==> config.mk <==
export PLATFORM = sky130hd
export DESIGN_NAME = cursor_dir_ctrl_flat
export DESIGN_NICKNAME = d
export VERILOG_FILES = /design/src/rtl/cursor_dir_ctrl_if.sv /design/src/rtl/cursor_dir_ctrl.sv /design/src/flat_wrapper.sv
export SDC_FILE = /design/constraint.sdc
export NUM_CORES = 1
export LEC_CHECK = 0
export CELL_PAD_IN_SITES_DETAIL_PLACEMENT = 1
export CELL_PAD_IN_SITES_GLOBAL_PLACEMENT = 1
export CORE_ASPECT_RATIO = 0.6
export CORE_MARGIN = 5
export CORE_UTILIZATION = 25
export DETAILED_ROUTE_END_ITERATION = 8
export GPL_ROUTABILITY_DRIVEN = 1
export PLACE_DENSITY = 0.49
export REMOVE_ABC_BUFFERS = 1
export SLEW_MARGIN = 20
export SYNTH_ARGS = -nofsm -noshare
export SYNTH_HDL_FRONTEND = slang
export SYNTH_SLANG_ARGS = --single-unit
==> constraint.sdc <==
create_clock -name clk -period 1.68 [get_ports clk]
set_input_delay 0.336 -clock clk [delete_from_list [all_inputs] [get_ports clk]]
set_output_delay 0.336 -clock clk [all_outputs]
set_load 0.02 [all_outputs]
==> src/rtl/cursor_dir_ctrl_if.sv <==
// Cursor controller bus: button levels and edit-mode enables in, field address and blink qualifier out.
// Pure wiring, no latency of its own.
// No backpressure: every signal is a level, sampled or driven once per clock.
interface cursor_dir_ctrl_if;
  // Button levels, already synchronized and debounced
  logic       btn_izq;
  logic       btn_der;
  // Edit-mode enables; exactly one high selects a valid edit mode
  logic       en_cont_hora;
  logic       en_cont_fecha;
  logic       en_cont_timer;
  // Field address (0..2), blink qualifier, valid-mode flag
  logic [1:0] dir_bin;
  logic       cursor;
  logic       edit_active;

  // Source of buttons/modes, sink of cursor state
  modport master (
    output btn_izq, btn_der, en_cont_hora, en_cont_fecha, en_cont_timer,
    input  dir_bin, cursor, edit_active
  );

  // The controller itself
  modport slave (
    input  btn_izq, btn_der, en_cont_hora, en_cont_fecha, en_cont_timer,
    output dir_bin, cursor, edit_active
  );
endinterface

==> src/rtl/cursor_dir_ctrl.sv <==
// Cursor-position controller: left/right presses move a 3-field address, plus a blinking cursor qualifier.
// Latency: a press sampled at one edge moves dir_bin at that same edge (one cycle after the level rises).
// No backpressure: presses arriving while no single edit mode is selected, or on mode entry, are dropped.
module cursor_dir_ctrl #(
  parameter int BLINK_DIV = 25_000_000,  // cycles per cursor half-period, >= 2
  parameter int CNT_W     = 25           // 2**CNT_W >= BLINK_DIV
) (
  input logic            clk,
  input logic            reset,
  cursor_dir_ctrl_if.slave bus
);

  localparam logic [1:0]       FIELD_FIRST = 2'd0;
  localparam logic [1:0]       FIELD_LAST  = 2'd2;
  localparam logic [CNT_W-1:0] BLINK_LAST  = CNT_W'(BLINK_DIV - 1);
  localparam logic [CNT_W-1:0] CNT_ONE     = CNT_W'(1);

  // Registered state
  logic [1:0]       dir_q;
  logic             cursor_q;
  logic             edit_q;
  logic [CNT_W-1:0] blink_cnt;
  logic [2:0]       mode_q;
  logic             izq_q;
  logic             der_q;

  // Combinational qualifiers
  logic [2:0] mode_vec;
  logic       mode_valid;
  logic       mode_change;
  logic       press_izq;
  logic       press_der;
  logic       press_both;
  logic       blink_wrap;
  logic [1:0] dir_next_right;
  logic [1:0] dir_next_left;

  assign mode_vec = {bus.en_cont_hora, bus.en_cont_fecha, bus.en_cont_timer};

  // Decode mode validity, entry/switch, button rising edges and field wrap targets
  always_comb begin
    mode_valid = 1'b0;
    case (mode_vec)
      3'b100, 3'b010, 3'b001: mode_valid = 1'b1;
      default:                mode_valid = 1'b0;
    endcase
    mode_change    = (mode_vec != mode_q);
    press_der      = bus.btn_der & ~der_q;
    press_izq      = bus.btn_izq & ~izq_q;
    press_both     = press_der & press_izq;
    blink_wrap     = (blink_cnt == BLINK_LAST);
    dir_next_right = (dir_q == FIELD_LAST)  ? FIELD_FIRST : dir_q + 2'd1;
    dir_next_left  = (dir_q == FIELD_FIRST) ? FIELD_LAST  : dir_q - 2'd1;
  end

  // Button history; loads 1 on reset so a button held through reset never counts as a press
  always_ff @(posedge clk) begin
    if (reset) begin
      izq_q <= 1'b1;
      der_q <= 1'b1;
    end else begin
      izq_q <= bus.btn_izq;
      der_q <= bus.btn_der;
    end
  end

  // Previous mode vector, used to spot mode entry and mode switches
  always_ff @(posedge clk) begin
    if (reset) mode_q <= 3'b000;
    else       mode_q <= mode_vec;
  end

  // Edit-active flag follows mode validity one cycle later
  always_ff @(posedge clk) begin
    if (reset) edit_q <= 1'b0;
    else       edit_q <= mode_valid;
  end

  // Field address: cleared when idle or on mode entry, otherwise moved by single presses with wrap
  always_ff @(posedge clk) begin
    if (reset) begin
      dir_q <= FIELD_FIRST;
    end else if (!mode_valid || mode_change) begin
      dir_q <= FIELD_FIRST;
    end else if (press_both) begin
      dir_q <= dir_q;
    end else if (press_der) begin
      dir_q <= dir_next_right;
    end else if (press_izq) begin
      dir_q <= dir_next_left;
    end
  end

  // Cursor qualifier: forced on after entry or a move so the selected field shows at once, else blinks
  always_ff @(posedge clk) begin
    if (reset) begin
      cursor_q <= 1'b0;
    end else if (!mode_valid) begin
      cursor_q <= 1'b0;
    end else if (mode_change) begin
      cursor_q <= 1'b1;
    end else if (!press_both && (press_der || press_izq)) begin
      cursor_q <= 1'b1;
    end else if (blink_wrap) begin
      cursor_q <= ~cursor_q;
    end
  end

  // Blink half-period counter; restarts whenever the cursor is forced on
  always_ff @(posedge clk) begin
    if (reset) begin
      blink_cnt <= '0;
    end else if (!mode_valid || mode_change) begin
      blink_cnt <= '0;
    end else if (!press_both && (press_der || press_izq)) begin
      blink_cnt <= '0;
    end else if (blink_wrap) begin
      blink_cnt <= '0;
    end else begin
      blink_cnt <= blink_cnt + CNT_ONE;
    end
  end

  assign bus.dir_bin     = dir_q;
  assign bus.cursor      = cursor_q;
  assign bus.edit_active = edit_q;

endmodule
==> src/flat_wrapper.sv <==
// flat-port wrapper written by rule: the top's interface ports become plain ports
module cursor_dir_ctrl_flat 
#(
  parameter int BLINK_DIV = 25_000_000,                                        
  parameter int CNT_W     = 25                                   
)
  (clk, reset, bus_btn_izq, bus_btn_der, bus_en_cont_hora, bus_en_cont_fecha, bus_en_cont_timer, bus_dir_bin, bus_cursor, bus_edit_active);
  cursor_dir_ctrl_if bus_i ();
  input logic clk;
  input logic reset;
  input wire logic [$bits(bus_i.btn_izq)-1:0] bus_btn_izq;
  input wire logic [$bits(bus_i.btn_der)-1:0] bus_btn_der;
  input wire logic [$bits(bus_i.en_cont_hora)-1:0] bus_en_cont_hora;
  input wire logic [$bits(bus_i.en_cont_fecha)-1:0] bus_en_cont_fecha;
  input wire logic [$bits(bus_i.en_cont_timer)-1:0] bus_en_cont_timer;
  output wire logic [$bits(bus_i.dir_bin)-1:0] bus_dir_bin;
  output wire logic [$bits(bus_i.cursor)-1:0] bus_cursor;
  output wire logic [$bits(bus_i.edit_active)-1:0] bus_edit_active;
  assign bus_i.btn_izq = bus_btn_izq;
  assign bus_i.btn_der = bus_btn_der;
  assign bus_i.en_cont_hora = bus_en_cont_hora;
  assign bus_i.en_cont_fecha = bus_en_cont_fecha;
  assign bus_i.en_cont_timer = bus_en_cont_timer;
  assign bus_dir_bin = bus_i.dir_bin;
  assign bus_cursor = bus_i.cursor;
  assign bus_edit_active = bus_i.edit_active;
  cursor_dir_ctrl #(.BLINK_DIV(BLINK_DIV), .CNT_W(CNT_W)) u_core (.clk(clk), .reset(reset), .bus(bus_i));
endmodule
==> out/qor.yml <==
status:
  status: "finished, final reports clean"
synth:
  avgSynthCellArea_um2: 10.3
  yosysSeqAreaShare: 0.357
  synth_top_family_by_area: "simple AND/OR/NAND/NOR gates"
  synth.distinct_cells: 41
  synth_xor_xnor_area_share: 0.0689
  synth_cells: 186
  syn_area_um2: 1910
  synthMuxAreaShare: 0
  yosys.area_share.simple: 0.304
  synthAdderAreaFrac: 0.0262
  synth_compound_area_frac: 0.147
  ys_seq_elements: 34
  ys.warnings.count: 0
clocking:
  postCtsHoldBufs: 0
  cts_sinks: 34
  clock_path_buffers: 2
  cts_buffers: 5
  cts_htree_levels: 2
  cts_root_buf: "clkbuf_16"
  clk_latency_ns: 0.28
  cts_tree: "yes"
  path_clk_slew_ns: 0.06
grt:
  first_global_vias: 1696
  antenna_found_initial: 0
  grt_max_degree: 26
  grtUsageTotal: 0.115
  grt_overflow_total: 0
  grt_first_pass_wirelength_um: 8580
floorplanning:
  io_pins: 11
  die_area_um2: 9540
  row_count: 24
  start_util: 0.259
  die_w_um: 123
  fp.dieH_um: 77.7
  core_region_area_um2: 7360
routing:
  drt_pass1_iterations: 4
  drtIter0Drc: 40
  drt.antenna.violating_nets: 0
  finalWirelength_um: 5230
  wl_per_cell_um: 15.0
  routed_via_density: 4.67
  drcViolationCount: 0
  via_count: 1629
final_layout:
  drive_gt1_frac: 0.494
  postLayoutCoreUtil: 0.375
  nets: 255
  post-route-cell-area_um2: 2760
  num_antenna_cells: 0
  syn_to_final_growth_pct: 44.5
  nFillCells: 831
timing:
  fin_crit_sh: 0.982
  fmax_ghz: 0.606
  finalClockSkew_ns: 0.00441
  setup_viol: 0
  slew_headroom: 0.796
  finalHoldViolCount: 0
  slew_viol_final: 0
  setup-tns-final_ns: 0
  period_needed_ns: 1.65
  rsz0062_at_grt: "yes"
  worst_pin_slew_ns: 0.305
placed_design:
  portBuffers: 10
  dpl.hpwl_um: 3570
  placed_area_um2: 2350
  place.gp.congestion: 0.682
power:
  p_leak_uw: 0.000990
  ir_drop_mv: 0.273
  pwr_density_cell_nw_per_um2: 680
worst_setup_path:
  worst-path-buf-inv: 1
  worstRegToRegCells: 5
  start_kind: "flip-flop"
  worstPathArrival_ns: 1.85
  worst-path-stages: 5
  crit_fanout: 8
  path_cells: "and2_1 > nand4_1 > buf_6 > or3_1 > a211oi_2"
  critPathCaptureType: "flip-flop"
  crit_type: "flip-flop to flip-flop"
  crit_path_top_delay_cell: "dfxtp_1"
  cpPeakStageDelay_ns: 0.36
  path_delay_family: "simple AND/OR/NAND/NOR gates"
  crit_required_ns: 1.88
hold_path:
  hp-class: "primary input to flip-flop"
  holdPathStages: 2
flow_run:
  cap_viol_max_count: 0
[Yosys cell counts (all sizes together)]
library cell  instances  area (um^2)
dfxtp                34          681
and3                  3         20.0
a22oi                 2         15.0
or2                   2         12.5
nor3                 12          115
ha                    4         50.1
a21oi                 2         10.0
o21ai                 7         35.0
buf                   7         83.8
and4                  6         53.8
a31o                  1         8.76
o211a                 1         10.0
xor2                 12          105
nand2                12         47.6
a211oi               13          143
or3                   6         38.8
or4b                  2         23.8
nor3b                 1         12.5
a31oi                 1         6.26
inv                   7         26.3
nand4                 9         71.3
and2                  4         26.3
nor4                  1         21.3
or4                   7         52.6
o31ai                 7         52.6
nor2b                 7         43.8
nand3                 8         40.0
clkbuf                3         11.3
xnor2                 3         26.3
bufbuf                2         65.1
[logic make-up after synthesis]
group / after synthesis
AOI/OAI and AO/OA: 34
buffers and inverters: 19
xor gates and xnor gates: 15
DFF: 34
and+or+nand+nor: 80
adders and majority gates: 4
[stage by stage]
stage / hold slack, ns / cells / setup slack (ns) / total power [uW]
2_1_floorplan: 0.408 / 174 / -0.572 / 879
3_3_place_gp: 0.485 / 331 / -0.255 / 935
3_5_place_dp: 0.491 / 331 / -0.319 / 936
4_1_cts: 0.499 / 344 / 0.00374 / 1900
6_report: 0.381 / 349 / 0.0298 / 1870
5_1_grt: 0.399 / 349 / -0.0493 / 1960
[sequential cells by signal, indices dropped and copies added, names as in the netlist]
name and count:
u_core.bus.edit_active 1, u_core.bus.cursor 1, u_core.mode_q 3, u_core.der_q 1, u_core.izq_q 1, u_core.blink_cnt 25
u_core.bus.dir_bin 2
[timing repair]
action                                 in CTS  in global routing
setup endpoints to repair                  25                 26
buffers inserted                            5                  4
gates cloned                                0                  2
endpoints found under the hold margin       0                  0
resized for setup                          17                 24
pin swaps                                   7                 14
[per-layer routing]
layer | track usage | wire, um | vias up
met5 | 0 | 0 | -
met4 | 0.0402 | 63 | 0
met3 | 0.0327 | 129 | 4
met2 | 0.161 | 2240 | 9
met1 | 0.166 | 2800 | 808
li1 | - | - | 808
[final cells by class]
type / count / area (um^2) / share of cell area
repair buffers: 63 / 596 / 0.216
inverters: 7 / 26.3 / 0.00953
multi-input cells: 133 / 1160 / 0.423
well taps: 104 / 130 / 0.0472
clock buffers: 7 / 143 / 0.0517
clock inverters: 1 / 5.00 / 0.00182
flip-flops and latches: 34 / 692 / 0.251
[layout by cell type, fill, tap and decap left out, types with 5 or more instances in the layout]
cell type,n
nor2b_1,5
buf_4,45
clkdlybuf4s50_1,8
o21ai_0,7
nand2_1,11
a211oi_2,13
clkbuf_16,7
nand4_1,8
xor2_1,12
nand3_1,7
nor3_2,11
o31ai_1,6
or3_1,5
dfxtp_1,25
or4_4,5
inv_1,7
dfxtp_2,9
[worst paths after layout]
| path | start | to | slack (ns) |
|---|---|---|---|
| worst min register to register | u_core.bus.dir_bin[0]$_SDFFE_PP0P_ | u_core.bus.dir_bin[0]$_SDFFE_PP0P_ | 0.49 |
| worst max-delay path | u_core.blink_cnt[1]$_SDFF_PP0_ | u_core.blink_cnt[17]$_SDFF_PP0_ | 0.03 |
| worst max register to register | u_core.blink_cnt[1]$_SDFF_PP0_ | u_core.blink_cnt[17]$_SDFF_PP0_ | 0.03 |
| worst min-delay path | bus_en_cont_hora | u_core.mode_q[2]$_SDFF_PP0_ | 0.38 |
[where the power goes]
group	total [uW]	internal [uW]	switching, uW
Combinational	113	63.7	49.6
Sequential	823	818	5.04
Clock	938	588	351
Total	1870	1470	405
Note: power is estimated with default switching activity, not from simulation.
